<file path="src/rtl/pc_sequencer_if.sv">
// pc_sequencer_if: fetch/control bundle between instruction memory, datapath flags and PC controls.
interface pc_sequencer_if;
  logic [15:0] instruction_pi;
  logic        branch_cond_pi;
  logic        mem_ready_pi;
  logic        resume_pi;
  logic        clk_en_po;
  logic        branch_taken_po;
  logic [5:0]  branch_immediate_po;
  logic        jump_taken_po;
  logic [11:0] jump_immediate_po;
  logic        mem_req_po;
  logic        halted_po;
  logic [1:0]  state_po;
  logic [15:0] retired_count_po;
  modport master (
    output instruction_pi, branch_cond_pi, mem_ready_pi, resume_pi,
    input  clk_en_po, branch_taken_po, branch_immediate_po, jump_taken_po,
           jump_immediate_po, mem_req_po, halted_po, state_po, retired_count_po
  );
  modport slave (
    input  instruction_pi, branch_cond_pi, mem_ready_pi, resume_pi,
    output clk_en_po, branch_taken_po, branch_immediate_po, jump_taken_po,
           jump_immediate_po, mem_req_po, halted_po, state_po, retired_count_po
  );
endinterface

</file>
<file path="src/rtl/pc_sequencer.sv">
// pc_sequencer: decodes the fetched instruction each cycle and steers PC advance/branch/jump/hold.
module pc_sequencer (
  input logic           clk_pi,
  input logic           reset_pi,
  pc_sequencer_if.slave bus
);
  localparam logic [3:0] HALT_OP = 4'hF;
  localparam logic [3:0] LD_OP   = 4'h8;
  localparam logic [3:0] ST_OP   = 4'h9;
  localparam logic [3:0] BR_OP   = 4'hC;
  localparam logic [3:0] JMP_OP  = 4'hD;
  typedef enum logic [1:0] {START = 2'd0, RUN = 2'd1, MEM_WAIT = 2'd2, HALTED = 2'd3} state_t;
  state_t      state_q, state_d;
  logic [15:0] count_q;
  logic [3:0]  op;
  logic        clk_en, br, jmp, mem_req, retire, ready;
  assign op    = bus.instruction_pi[15:12];
  assign ready = bus.mem_ready_pi;
  always_comb begin
    state_d = state_q;
    clk_en  = 1'b0;
    br      = 1'b0;
    jmp     = 1'b0;
    mem_req = 1'b0;
    retire  = 1'b0;
    case (state_q)
      START: state_d = RUN;
      RUN: begin
        case (op)
          HALT_OP: begin
            retire  = 1'b1;
            state_d = HALTED;
          end
          LD_OP, ST_OP: begin
            mem_req = 1'b1;
            clk_en  = ready;
            retire  = ready;
            state_d = ready ? RUN : MEM_WAIT;
          end
          BR_OP: begin
            clk_en = 1'b1;
            br     = bus.branch_cond_pi;
            retire = 1'b1;
          end
          JMP_OP: begin
            clk_en = 1'b1;
            jmp    = 1'b1;
            retire = 1'b1;
          end
          default: begin
            clk_en = 1'b1;
            retire = 1'b1;
          end
        endcase
      end
      MEM_WAIT: begin
        mem_req = 1'b1;
        clk_en  = ready;
        retire  = ready;
        state_d = ready ? RUN : MEM_WAIT;
      end
      HALTED: begin
        clk_en  = bus.resume_pi;
        state_d = bus.resume_pi ? RUN : HALTED;
      end
    endcase
  end
  always_ff @(posedge clk_pi) begin
    if (reset_pi) begin
      state_q <= START;
      count_q <= 16'd0;
    end else begin
      state_q <= state_d;
      count_q <= count_q + {15'd0, retire};
    end
  end
  assign bus.clk_en_po           = clk_en & ~reset_pi;
  assign bus.branch_taken_po     = br & ~reset_pi;
  assign bus.jump_taken_po       = jmp & ~reset_pi;
  assign bus.mem_req_po          = mem_req & ~reset_pi;
  assign bus.halted_po           = (state_q == HALTED) & ~reset_pi;
  assign bus.branch_immediate_po = bus.instruction_pi[5:0];
  assign bus.jump_immediate_po   = bus.instruction_pi[11:0];
  assign bus.state_po            = state_q;
  assign bus.retired_count_po    = count_q;
endmodule

</file>
<file path="src/flat_wrapper.sv">
// flat-port wrapper written by rule: the top's interface ports become plain ports
module pc_sequencer_flat 
  (clk_pi, reset_pi, bus_instruction_pi, bus_branch_cond_pi, bus_mem_ready_pi, bus_resume_pi, bus_clk_en_po, bus_branch_taken_po, bus_branch_immediate_po, bus_jump_taken_po, bus_jump_immediate_po, bus_mem_req_po, bus_halted_po, bus_state_po, bus_retired_count_po);
  pc_sequencer_if bus_i ();
  input logic clk_pi;
  input logic reset_pi;
  input wire logic [$bits(bus_i.instruction_pi)-1:0] bus_instruction_pi;
  input wire logic [$bits(bus_i.branch_cond_pi)-1:0] bus_branch_cond_pi;
  input wire logic [$bits(bus_i.mem_ready_pi)-1:0] bus_mem_ready_pi;
  input wire logic [$bits(bus_i.resume_pi)-1:0] bus_resume_pi;
  output wire logic [$bits(bus_i.clk_en_po)-1:0] bus_clk_en_po;
  output wire logic [$bits(bus_i.branch_taken_po)-1:0] bus_branch_taken_po;
  output wire logic [$bits(bus_i.branch_immediate_po)-1:0] bus_branch_immediate_po;
  output wire logic [$bits(bus_i.jump_taken_po)-1:0] bus_jump_taken_po;
  output wire logic [$bits(bus_i.jump_immediate_po)-1:0] bus_jump_immediate_po;
  output wire logic [$bits(bus_i.mem_req_po)-1:0] bus_mem_req_po;
  output wire logic [$bits(bus_i.halted_po)-1:0] bus_halted_po;
  output wire logic [$bits(bus_i.state_po)-1:0] bus_state_po;
  output wire logic [$bits(bus_i.retired_count_po)-1:0] bus_retired_count_po;
  assign bus_i.instruction_pi = bus_instruction_pi;
  assign bus_i.branch_cond_pi = bus_branch_cond_pi;
  assign bus_i.mem_ready_pi = bus_mem_ready_pi;
  assign bus_i.resume_pi = bus_resume_pi;
  assign bus_clk_en_po = bus_i.clk_en_po;
  assign bus_branch_taken_po = bus_i.branch_taken_po;
  assign bus_branch_immediate_po = bus_i.branch_immediate_po;
  assign bus_jump_taken_po = bus_i.jump_taken_po;
  assign bus_jump_immediate_po = bus_i.jump_immediate_po;
  assign bus_mem_req_po = bus_i.mem_req_po;
  assign bus_halted_po = bus_i.halted_po;
  assign bus_state_po = bus_i.state_po;
  assign bus_retired_count_po = bus_i.retired_count_po;
  pc_sequencer u_core (.clk_pi(clk_pi), .reset_pi(reset_pi), .bus(bus_i));
endmodule
</file>
<file path="config.mk">
export PLATFORM = sky130hd
export DESIGN_NAME = pc_sequencer_flat
export DESIGN_NICKNAME = d
export VERILOG_FILES = /design/src/rtl/pc_sequencer_if.sv /design/src/rtl/pc_sequencer.sv /design/src/flat_wrapper.sv
export SDC_FILE = /design/constraint.sdc
export NUM_CORES = 1
export LEC_CHECK = 0
export ABC_AREA = 1
export CAP_MARGIN = 20
export CORE_MARGIN = 3
export CORE_UTILIZATION = 40
export CTS_BUF_LIST = sky130_fd_sc_hd__clkbuf_4 sky130_fd_sc_hd__clkbuf_8 sky130_fd_sc_hd__clkbuf_16
export CTS_CLUSTER_DIAMETER = 100
export DETAILED_ROUTE_END_ITERATION = 10
export PLACE_DENSITY_LB_ADDON = 0.2
export SLEW_MARGIN = 20
export SYNTH_ARGS = -nofsm -noshare
export SYNTH_HDL_FRONTEND = slang
export SYNTH_SLANG_ARGS = --single-unit
</file>
<file path="constraint.sdc">
create_clock -name clk_pi -period 2.5 [get_ports clk_pi]
set_input_delay 0.375 -clock clk_pi [delete_from_list [all_inputs] [get_ports clk_pi]]
set_output_delay 0.375 -clock clk_pi [all_outputs]
set_load 0.01 [all_outputs]
</file>
==> parameters.txt <==
Parameter                              Value

Die
  Die Width ... 62.0 um
  Top Ports ... 62
  Initial cell density of the core ... 43.6%
  Die ar. ... around 3800 um^2
  Placement Rows ... 19
  Total core area ... 2880 um^2
  Overall die height ... 62.0 um

GRT
  Global-route total usage across every layer ... around 16%
  Number of antenna violations at the first check in global routing ... 0
  Largest net degree at the start of global routing ... 12
  Overflow left after global routing ... 0
  First-pass GRT wire length ... 4470 um
  Via count of the first global-routing pass ... ~1,000

Logic synthesis
  Post-synthesis sequential area ratio ... ~29%
  Mapped Avg Cell Area ... 6.75 um^2
  Total nets after synthesis ... 214
  Synth Warn # ... 0
  Synthesized netlist cell count ... 186
  Flop and latch count out of synthesis ... 18
  Count of distinct cell types in the synthesized netlist ... 25
  Post-Syn Area ... between 1000 and 1500 um^2

Clocking
  Clock tree from TritonCTS ... yes
  Maximum clock path buffer count ... 2
  Total CTS buffers ... 3
  Worst skew pair latency ... 0.29 ns
  Number of sinks driven by the clock tree ... 18
  H-tree lvl count ... 1
  CTS Root Cell ... sky130_fd_sc_hd__clkbuf_4
  Post-CTS clock slew at the launch and capture registers of the worst setup and hold paths ... 0.10 ns
  CTS-repair resized insts ... 0
  Setup repair bufs after CTS ... 0
  Hold Buf Count CTS ... 0

Setup path
  Max FO, Critical Path ... 6
  CP endpoint kind ... output pin
  Reg-to-reg critical path startpoint ... u_core.bus.state_po[1]
  Length in cells of the worst reg-to-reg path ... 13
  Required time at the endpoint of the critical path ... roughly 2.1 ns
  Arrival @ worst endpoint ... 1.96 ns
  Reg2Reg Setup Slack ... 0.50 ns
  Worst flop-to-flop path endpoint ... u_core.bus.retired_count_po[10]
  Critical Path Source Type ... flop
  Critical path start-end classification ... flop to output pin

Pwr
  Worst voltage drop across the vdd grid ... 0.327 mV
  Static leakage ... roughly 0.00063 uW
  Power density normalized to cell area ... around 420 nW/um^2

Route
  Number of DRC markers in iteration 0 ... 45
  Routed Antenna Nets ... 0
  Total wire length ... 2650 um
  Total DRC errors in the routed layout ... 0
  Via/cell ratio ... 4.54
  Vias ... 1,108
  Average routed wire per standard cell ... 10.9 um
  Router iterations before antenna repair ... 4

STA
  Max Freq ... 428 MHz
  Post-route minimum period ... 2.34 ns
  Slew margin rel. ... 82.7%
  Clock skew after layout ... between 0.002 and 0.0025 ns
  Final Cycle Share ... 93.5%
  Pin slew with the least headroom to its limit ... 0.257 ns
  Count of final max-slew check failures ... 0
  Number of endpoints failing setup at the final stage ... 0
  Setup tns final ... 0 ns
  Setup repair after global routing missed its margin ... false
  Endpoints failing hold ... 0

Cells and area
  Top library cells by usage in the layout, fill and taps aside ... 42 x sky130_fd_sc_hd__nand2_1, 34 x sky130_fd_sc_hd__inv_1, 31 x sky130_fd_sc_hd__clkdlybuf4s50_1
  Antenna cell count ... 0
  Leading cell type in the layout, fill and taps excluded ... sky130_fd_sc_hd__nand2_1
  Area taken by flip-flops and latches ... 362 um^2
  Total non-filler cell area in the finished layout ... approximately 1500 um^2
  Final-stage net count ... 232
  Area Overhead vs Synth ... 19.8%
  Area of combinational cells with multiple inputs ... approximately 610 um^2
  Share of post-route cells with drive strength above 1 ... 7.92%
  Fillcell total ... between 200 and 300

Flow run
  Count of max-cap constraint violations ... 0

Place
  Half-perimeter wire length after placement ... ~2100 um
  Routability congestion estimate ... 0.898
  Post-detailed-placement cell area ... 1480 um^2
  Total of buffers placed on input and output ports ... 31

Worst hold path
  Number of stages on the worst hold path ... 2
  Hold Path End ... u_core.bus.retired_count_po[15]
  Worst Hold Launch ... u_core.bus.retired_count_po[15]
  Type of the most critical hold path ... flop to flop

Run status
  Status ... finished clean
layer usage:
metal  share of wire, %  wire length [um]  GRT usage [%]
met5                  0                 0              0
met4               0.87                23           5.15
met3                5.2               137           3.93
met2                 47              1240           24.6
met1                 47              1250           21.1
synth_stat cells, drive strengths merged:
| cell type | n | area share (%) |
|---|---|---|
| o21bai | 1 | 0.60 |
| clkbuf | 2 | 1.4 |
| o211ai | 1 | 0.60 |
| nor3 | 4 | 1.6 |
| a21oi | 10 | 4.0 |
| nand2 | 44 | 14 |
| o21ai | 5 | 2.0 |
| nand4 | 4 | 2.0 |
| xor2 | 1 | 0.70 |
| dfxtp | 18 | 29 |
| nand3 | 11 | 6.2 |
| buf | 18 | 11 |
| ha | 7 | 7.0 |
| xnor2 | 1 | 0.70 |
| or2 | 1 | 0.50 |
| nor4 | 2 | 1.0 |
| nor2 | 22 | 8.6 |
| inv | 34 | 10 |
power breakdown:
part	total, uW	switching [uW]	leakage [uW]	internal (uW)
sequential	314	13.6	0.000146	300
clock	142	86.3	0.0000138	56.0
combinational	176	95.1	0.000474	81.0
worst max path at each step:
stage	from	end	slack, ns	cells after the start
final	u_core.bus.state_po[1]	bus_branch_taken_po	0.16	5
after global routing	u_core.bus.state_po[1]	bus_branch_taken_po	0.04	5
after detailed placement	bus_instruction_pi[13]	u_core.bus.retired_count_po[10]	0.13	14
after global placement	bus_instruction_pi[13]	u_core.bus.retired_count_po[12]	0.20	14
after floorplan	u_core.bus.state_po[1]	u_core.bus.retired_count_po[12]	0.68	13
after CTS	u_core.bus.state_po[1]	bus_branch_taken_po	0.13	5
final cells by class:
| class | instances | area share [%] |
|---|---|---|
| Sequential cell | 18 | 24.0 |
| Multi-Input combinational cell | 114 | 40.8 |
| Tap cell | 42 | 3.49 |
| Clock buffer | 3 | 1.50 |
| Inverter | 34 | 8.49 |
| Timing Repair Buffer | 33 | 21.6 |
worst max-delay path, cell delays in order, from the launching register on:
cell and delay, ns:
sky130_fd_sc_hd__dfxtp_2 0.36, sky130_fd_sc_hd__inv_1 0.08, sky130_fd_sc_hd__ha_1 0.26, sky130_fd_sc_hd__nand2_1 0.11, sky130_fd_sc_hd__nor4_1 0.26, sky130_fd_sc_hd__clkdlybuf4s50_1 0.60
state kept, by name, summed over array words and instances, names as in the netlist:
signal / count
u_core.bus.retired_count_po: 16
u_core.bus.state_po: 2
logic make-up (layout without fill, tap and decap cells):
family,after synthesis,count (layout),share of synthesized area (%)
buffers and inverters,54,70,22.3
flip-flops,18,18,28.7
adder cells (fa/ha/maj),7,7,6.98
XOR/XNOR,2,2,1.40
AND/OR/NAND/NOR,88,88,33.4
AO/OA/AOI/OAI,17,17,7.18
metrics by stage:
| stage | util (%) | setup slack [ns] | total power (uW) | instances | hold WS [ns] |
|---|---|---|---|---|---|
| floorplan | - | 0.680 | 456 | 186 | 0.454 |
| global placement | 51.5 | 0.200 | 493 | 241 | 0.464 |
| detailed placement | 51.5 | 0.130 | 495 | 241 | 0.473 |
| finish | 52.3 | 0.162 | 632 | 244 | 0.489 |
| global route | 52.3 | 0.0352 | 685 | 244 | 0.528 |
| CTS | 52.2 | 0.130 | 643 | 244 | 0.489 |
Note: power is estimated with default switching activity, not from simulation.
